$ cat src/rtl/ioctl_loader_bridge.sv
// Buffers HPS ioctl byte writes in a small FIFO and replays them to core-side
// loaders over a req/ack handshake, with sticky per-channel done flags and an activity LED.
module ioctl_loader_bridge #(
   parameter int ADDR_W      = 19,
   parameter int DATA_W      = 8,
   parameter int DEPTH       = 4,
   parameter int NCH         = 2,
   parameter int ACT_TIMEOUT = 1000000,
   localparam int CH_W       = (NCH > 1) ? $clog2(NCH) : 1
) (
   input  logic              clk_sys,
   input  logic              reset_n,
   input  logic              ioctl_download,
   input  logic [7:0]        ioctl_index,
   input  logic              ioctl_wr,
   input  logic [ADDR_W-1:0] ioctl_addr,
   input  logic [DATA_W-1:0] ioctl_dout,
   output logic              ioctl_wait,
   output logic              ldr_wr,
   input  logic              ldr_ack,
   output logic [CH_W-1:0]   ldr_ch,
   output logic [ADDR_W-1:0] ldr_adr,
   output logic [DATA_W-1:0] ldr_dat,
   output logic [NCH-1:0]    ldr_oe,
   output logic [NCH-1:0]    ldr_done,
   output logic              overflow,
   output logic              act_led
);

   localparam int PTR_W = (DEPTH > 1) ? $clog2(DEPTH) : 1;
   localparam int CNT_W = PTR_W + 1;
   localparam int LED_W = $clog2(ACT_TIMEOUT + 1);

   localparam logic [1:0] S_IDLE = 2'd0;
   localparam logic [1:0] S_REQ  = 2'd1;
   localparam logic [1:0] S_GAP  = 2'd2;

   function automatic logic [LED_W-1:0] led_sat_inc(input logic [LED_W-1:0] c);
      return (c >= LED_W'(ACT_TIMEOUT)) ? c : c + 1'b1;
   endfunction

   logic [CH_W-1:0]   mem_ch  [DEPTH];
   logic [ADDR_W-1:0] mem_adr [DEPTH];
   logic [DATA_W-1:0] mem_dat [DEPTH];

   logic [PTR_W-1:0]  wptr, rptr;
   logic [CNT_W-1:0]  count, count_nxt;
   logic [1:0]        state;
   logic              ack_q;
   logic              dl_q, active, draining;
   logic [CH_W-1:0]   cur_ch;
   logic [LED_W-1:0]  led_cnt;

   logic              idx_ok, acc, full, push, pop;
   logic              dl_rise, dl_fall, drain_go;
   logic [CH_W-1:0]   idx_ch;

   assign idx_ok    = ({24'd0, ioctl_index} < NCH);
   assign idx_ch    = ioctl_index[CH_W-1:0];
   assign acc       = ioctl_wr & ioctl_download & idx_ok & ~ldr_done[idx_ch];
   assign full      = (count == CNT_W'(DEPTH));
   assign push      = acc & ~full;
   assign pop       = (state == S_REQ) & ldr_ack & ~ack_q;
   assign count_nxt = count + CNT_W'(push) - CNT_W'(pop);

   assign dl_rise   = ioctl_download & ~dl_q;
   assign dl_fall   = ~ioctl_download & dl_q;
   // The queue is only ever empty outside REQ, so an empty queue means the replay is finished.
   assign drain_go  = (draining | (dl_fall & active)) & (count == '0) & (state != S_REQ);

   assign act_led   = (led_cnt < LED_W'(ACT_TIMEOUT));

   always_comb begin
      ldr_oe = '0;
      if (active) ldr_oe[cur_ch] = 1'b1;
   end

   always_ff @(posedge clk_sys) begin
      if (push) begin
         mem_ch[wptr]  <= idx_ch;
         mem_adr[wptr] <= ioctl_addr;
         mem_dat[wptr] <= ioctl_dout;
      end
   end

   // Wait threshold at DEPTH-1 leaves room for a strobe already in flight from the HPS.
   always_ff @(posedge clk_sys) begin
      if (!reset_n) begin
         wptr       <= '0;
         rptr       <= '0;
         count      <= '0;
         ioctl_wait <= 1'b0;
         overflow   <= 1'b0;
      end else begin
         if (push) wptr <= wptr + 1'b1;
         if (pop)  rptr <= rptr + 1'b1;
         count      <= count_nxt;
         ioctl_wait <= (count_nxt >= CNT_W'(DEPTH - 1));
         if (acc & full) overflow <= 1'b1;
      end
   end

   always_ff @(posedge clk_sys) begin
      if (!reset_n) begin
         dl_q     <= 1'b0;
         active   <= 1'b0;
         draining <= 1'b0;
         cur_ch   <= '0;
         ldr_done <= '0;
      end else begin
         dl_q <= ioctl_download;
         if (drain_go) begin
            ldr_done[cur_ch] <= 1'b1;
            active           <= 1'b0;
            draining         <= 1'b0;
         end else if (dl_fall & active) begin
            draining <= 1'b1;
         end else if (dl_rise & ~draining) begin
            cur_ch <= idx_ch;
            active <= idx_ok;
         end
      end
   end

   always_ff @(posedge clk_sys) begin
      if (!reset_n) begin
         state   <= S_IDLE;
         ldr_wr  <= 1'b0;
         ldr_ch  <= '0;
         ldr_adr <= '0;
         ldr_dat <= '0;
         ack_q   <= 1'b0;
      end else begin
         ack_q <= ldr_ack;
         case (state)
            S_IDLE: begin
               if (count != '0) begin
                  ldr_ch  <= mem_ch[rptr];
                  ldr_adr <= mem_adr[rptr];
                  ldr_dat <= mem_dat[rptr];
                  ldr_wr  <= 1'b1;
                  state   <= S_REQ;
               end
            end
            S_REQ: begin
               if (pop) begin
                  ldr_wr <= 1'b0;
                  state  <= S_GAP;
               end
            end
            S_GAP:   state <= S_IDLE;
            default: state <= S_IDLE;
         endcase
      end
   end

   always_ff @(posedge clk_sys) begin
      if (!reset_n)  led_cnt <= LED_W'(ACT_TIMEOUT);
      else if (acc)  led_cnt <= '0;
      else           led_cnt <= led_sat_inc(led_cnt);
   end

endmodule

$ cat config.mk
export PLATFORM = sky130hd
export DESIGN_NAME = ioctl_loader_bridge
export DESIGN_NICKNAME = d
export VERILOG_FILES = /design/src/rtl/ioctl_loader_bridge.sv
export SDC_FILE = /design/constraint.sdc
export NUM_CORES = 1
export LEC_CHECK = 0
export ABC_CLOCK_PERIOD_IN_PS = 10450
export CAP_MARGIN = 20
export CELL_PAD_IN_SITES_DETAIL_PLACEMENT = 0
export CELL_PAD_IN_SITES_GLOBAL_PLACEMENT = 1
export CORE_MARGIN = 2
export CORE_UTILIZATION = 26
export CTS_CLUSTER_DIAMETER = 80
export DETAILED_ROUTE_END_ITERATION = 16
export GPL_TIMING_DRIVEN = 1
export PLACE_DENSITY = 0.53
export SYNTH_ARGS = -nofsm -noshare
export SYNTH_HDL_FRONTEND = slang
export SYNTH_SLANG_ARGS = --single-unit
$ cat constraint.sdc
create_clock -name clk_sys -period 10.45 [get_ports clk_sys]
set_clock_uncertainty 0.2 [all_clocks]
set_input_delay 2.09 -clock clk_sys [delete_from_list [all_inputs] [get_ports clk_sys]]
set_output_delay 2.09 -clock clk_sys [all_outputs]
set_load 0.1 [all_outputs]
==> flow_summary_export.csv <==
group,metric,value,unit
run_status,status,"finished, final reports clean",
synth,netlist_top_cells_area,"edfxtp_1 48%, dfxtp_1 19%, mux4_2 9.0%, nand2_1 4.3%, a21oi_1 3.1%",
synth,seq_area_frac_synth,67.0,%
critical_path,rrSetupSlack,7130,ps
synth,syn-cell-area,0.00703,mm^2
critical_path,cp-start-kind,"primary input",
clock_network,clk_pin_slew,70,ps
detailed_routing,drc,0,
grt,antenna_found_initial,0,
placement,pre_cts_slack,4390,ps
grt,grt_util_all_layers,11.4,%
power,p_leak,0.00284,uW
detailed_routing,drt-pass1-iter-count,4,
clock_network,h-tree-depth,4,
synth,ys_types,45,
clock_network,cts_buffer_depth,2,
critical_path,reg2reg_depth,12,
die,coreArea,0.0267,mm^2
synth,yosysTopAreaCellShare,47.9,%
final_layout,drive_above_1_share,12.1,%
die,placementRows,60,
synth,synth_edf_count,112,
detailed_routing,wl_met2,7.60,mm
grt,grt_max_degree,37,
final_layout,final_cell_mix,"112 x edfxtp_1, 81 x nand2_1, 75 x clkdlybuf4s50_1, 65 x dfxtp_1, 44 x a21oi_1",
detailed_routing,viasPerCell,4.62,
power,vdd_drop_max,0.0862,mV
critical_path,cp_data_required_time,10570,ps
synth,ys_async_sr_fraction,0,%
final_layout,fill_cells,2653,
clock_network,insertion_delay,430,ps
detailed_routing,antenna_left,0,
clock_network,cts_sinks,179,
critical_path,critPathKind,"in -> reg",
clock_network,cts_setup_buffers,0,
die,die_w,168,um
critical_path,path_delay_family,"simple AND/OR/NAND/NOR gates",
sta,rsz0062_at_grt,"false",
grt,overflow,0,
sta,fin_setup_tns,0,ps
final_layout,mostFrequentLayoutCell,"edfxtp_1",
sta,drv_slew,0,
critical_path,crit_buf_inv,3,
sta,slew_headroom,32.5,%
sta,setup_viol_count_final,0,
synth,ys_ff_latch,179,
synth,syn_avg_cell_area,13.7,um^2
synth,ys_warn_count,0,
final_layout,area_delta_synth_final,24.9,%
die,ios,76,
critical_path,slowest_stage,"nor4_1",
hold_path,hp-class,"reg -> reg",
clock_network,clockRootBuffer,"clkbuf_16",
synth,ys.flop_type,"edfxtp_1",
sta,hold_viol_final,0,
grt,grt_pass1_vias,4291,
synth,syn_inst,513,
grt,grt_pass1_wl,24.3,mm
detailed_routing,drt_iter0_drc,201,
detailed_routing,vias,4355,
detailed_routing,m1WireLength,6.97,mm
critical_path,path_cells,"clkdlybuf4s50_1 -> nor4_1 -> nand4_1 -> nor2_1 -> inv_1 -> ha_1 -> inv_1 -> ha_1 -> fa_1 -> xnor2_1 -> xnor2_1 -> and2_1 -> a21o_1",
synth,yosys.area.top_type,"edfxtp_1",
placement,io_buffers,75,
sta,holdWs,256,ps
final_layout,nNetsFinal,638,
clock_network,cts_buffers,17,
detailed_routing,wirelength,15.4,mm
critical_path,critical_path_arrival,5750,ps
clock_network,cts_tree,"done",
placement,dpl.hpwl,9.72,mm
detailed_routing,dr.max_layer_used,"met4",
sta,setup_slack,4820,ps
die,die-height,168,um
hold_path,whs_endpoint,"ldr_adr[13]",
flow_run,max_cap_violations,0,
die,die-area,0.0284,mm^2
placement,gp_congestion,0.760,
critical_path,cp_max_fo,15,
power,p_total,1980,uW
critical_path,timing.rr.start,"ldr_done[1]",
sta,fin_crit_sh,53.8,%
clock_network,cts_resized,0,
detailed_routing,wl_met3,608,um
detailed_routing,wl_per_cell,16.3,um
final_layout,num_antenna_cells,0,
hold_path,hold_depth,2,
sta,fmax,178,MHz
clock_network,postCtsHoldBufs,0,
power,p_per_area,225,mW/mm^2
sta,tightest_slew,999,ps
synth,synth_fp_nets,562,
sta,min_period,5630,ps
hold_path,min-delay-start,"ldr_adr[13]",
critical_path,r2r-end,"ioctl_wait",
die,start_util,26.3,%
critical_path,slowest_delay,760,ps
critical_path,critPathCaptureType,"flip-flop",
[synthesized netlist by cell type (all sizes together), types with 2 or more instances]
library cell	instances
nor3	8
nand3	9
buf	5
nand2b	12
nor4	5
or4	3
a21oi	44
a41oi	3
or3	4
o311ai	3
dfxtp	67
nor2	16
o31ai	2
nand2	81
edfxtp	112
inv	11
mux4	28
xnor2	3
o211ai	6
clkbuf	18
nand4	9
and2	9
o21ai	7
ha	8
mux2i	10
and4	4
and3	9
o21a	3
[state kept, by name (all words and copies together) (netlist names), 2 cells and up]
| signal | cells |
|---|---|
| count | 3 |
| ldr_adr | 19 |
| ldr_dat | 8 |
| ldr_done | 2 |
| led_cnt | 20 |
| mem_adr | 76 |
| mem_ch | 4 |
| mem_dat | 32 |
| rptr | 2 |
| state | 2 |
| wptr | 2 |
[metal layers]
| layer | global-route usage, % | vias up |
|---|---|---|
| met5 | 0 | - |
| met4 | 3.75 | 0 |
| met3 | 2.68 | 12 |
| met2 | 19.1 | 94 |
| met1 | 14.5 | 2174 |
| li1 | - | 2075 |
[per-stage QoR]
step | instance area, um^2 | utilization, % | instances
finish | 8780 | 32.8 | 943
floorplan | 7030 | - | 513
global placement | 8160 | 30.5 | 911
detailed placement | 8160 | 30.5 | 911
global route | 8780 | 32.8 | 943
CTS | 8780 | 32.8 | 943
[tightest hold or removal path: stages (launching register included)]
cell	delay [ps]
dfxtp_1	310
nand2_1	50
a21oi_1	50
[kinds of logic (layout without fill, tap and decap cells)]
family / count (synthesis) / count (layout) / share of synthesized area [%]
simple gates: 174 / 174 / 12.0
fa+ha+maj: 9 / 9 / 1.71
mux: 38 / 38 / 10.4
buf+inv: 34 / 123 / 1.98
flops: 179 / 179 / 67.0
xor+xnor: 4 / 4 / 0.499
compound gates: 75 / 75 / 6.41
[power by group]
group / switching, uW / internal, uW
logic: 367 / 125
registers: 27.2 / 788
clock network: 299 / 372
total: 693 / 1290
[cell type report]
class / count / area (um^2) / area share (%)
sequential: 179 / 4710 / 53.6
tap: 341 / 427 / 4.86
clock inverter: 14 / 183 / 2.08
inverter: 11 / 41.3 / 0.470
multi-input combinational: 300 / 2190 / 25.0
timing repair buffer: 80 / 788 / 8.98
clock buffer: 18 / 439 / 5.00
[worst max-delay path by stage]
stage,start,endpoint,cells after the start
after global routing,ioctl_index[5],ioctl_wait,13
after CTS,ioctl_index[5],ioctl_wait,13
after floorplan,ioctl_index[5],ioctl_wait,13
after global placement,ioctl_index[5],ioctl_wait,13
final,ioctl_index[5],ioctl_wait,13
after detailed placement,ioctl_index[5],ioctl_wait,13
Power figures use the tool's default switching activity.
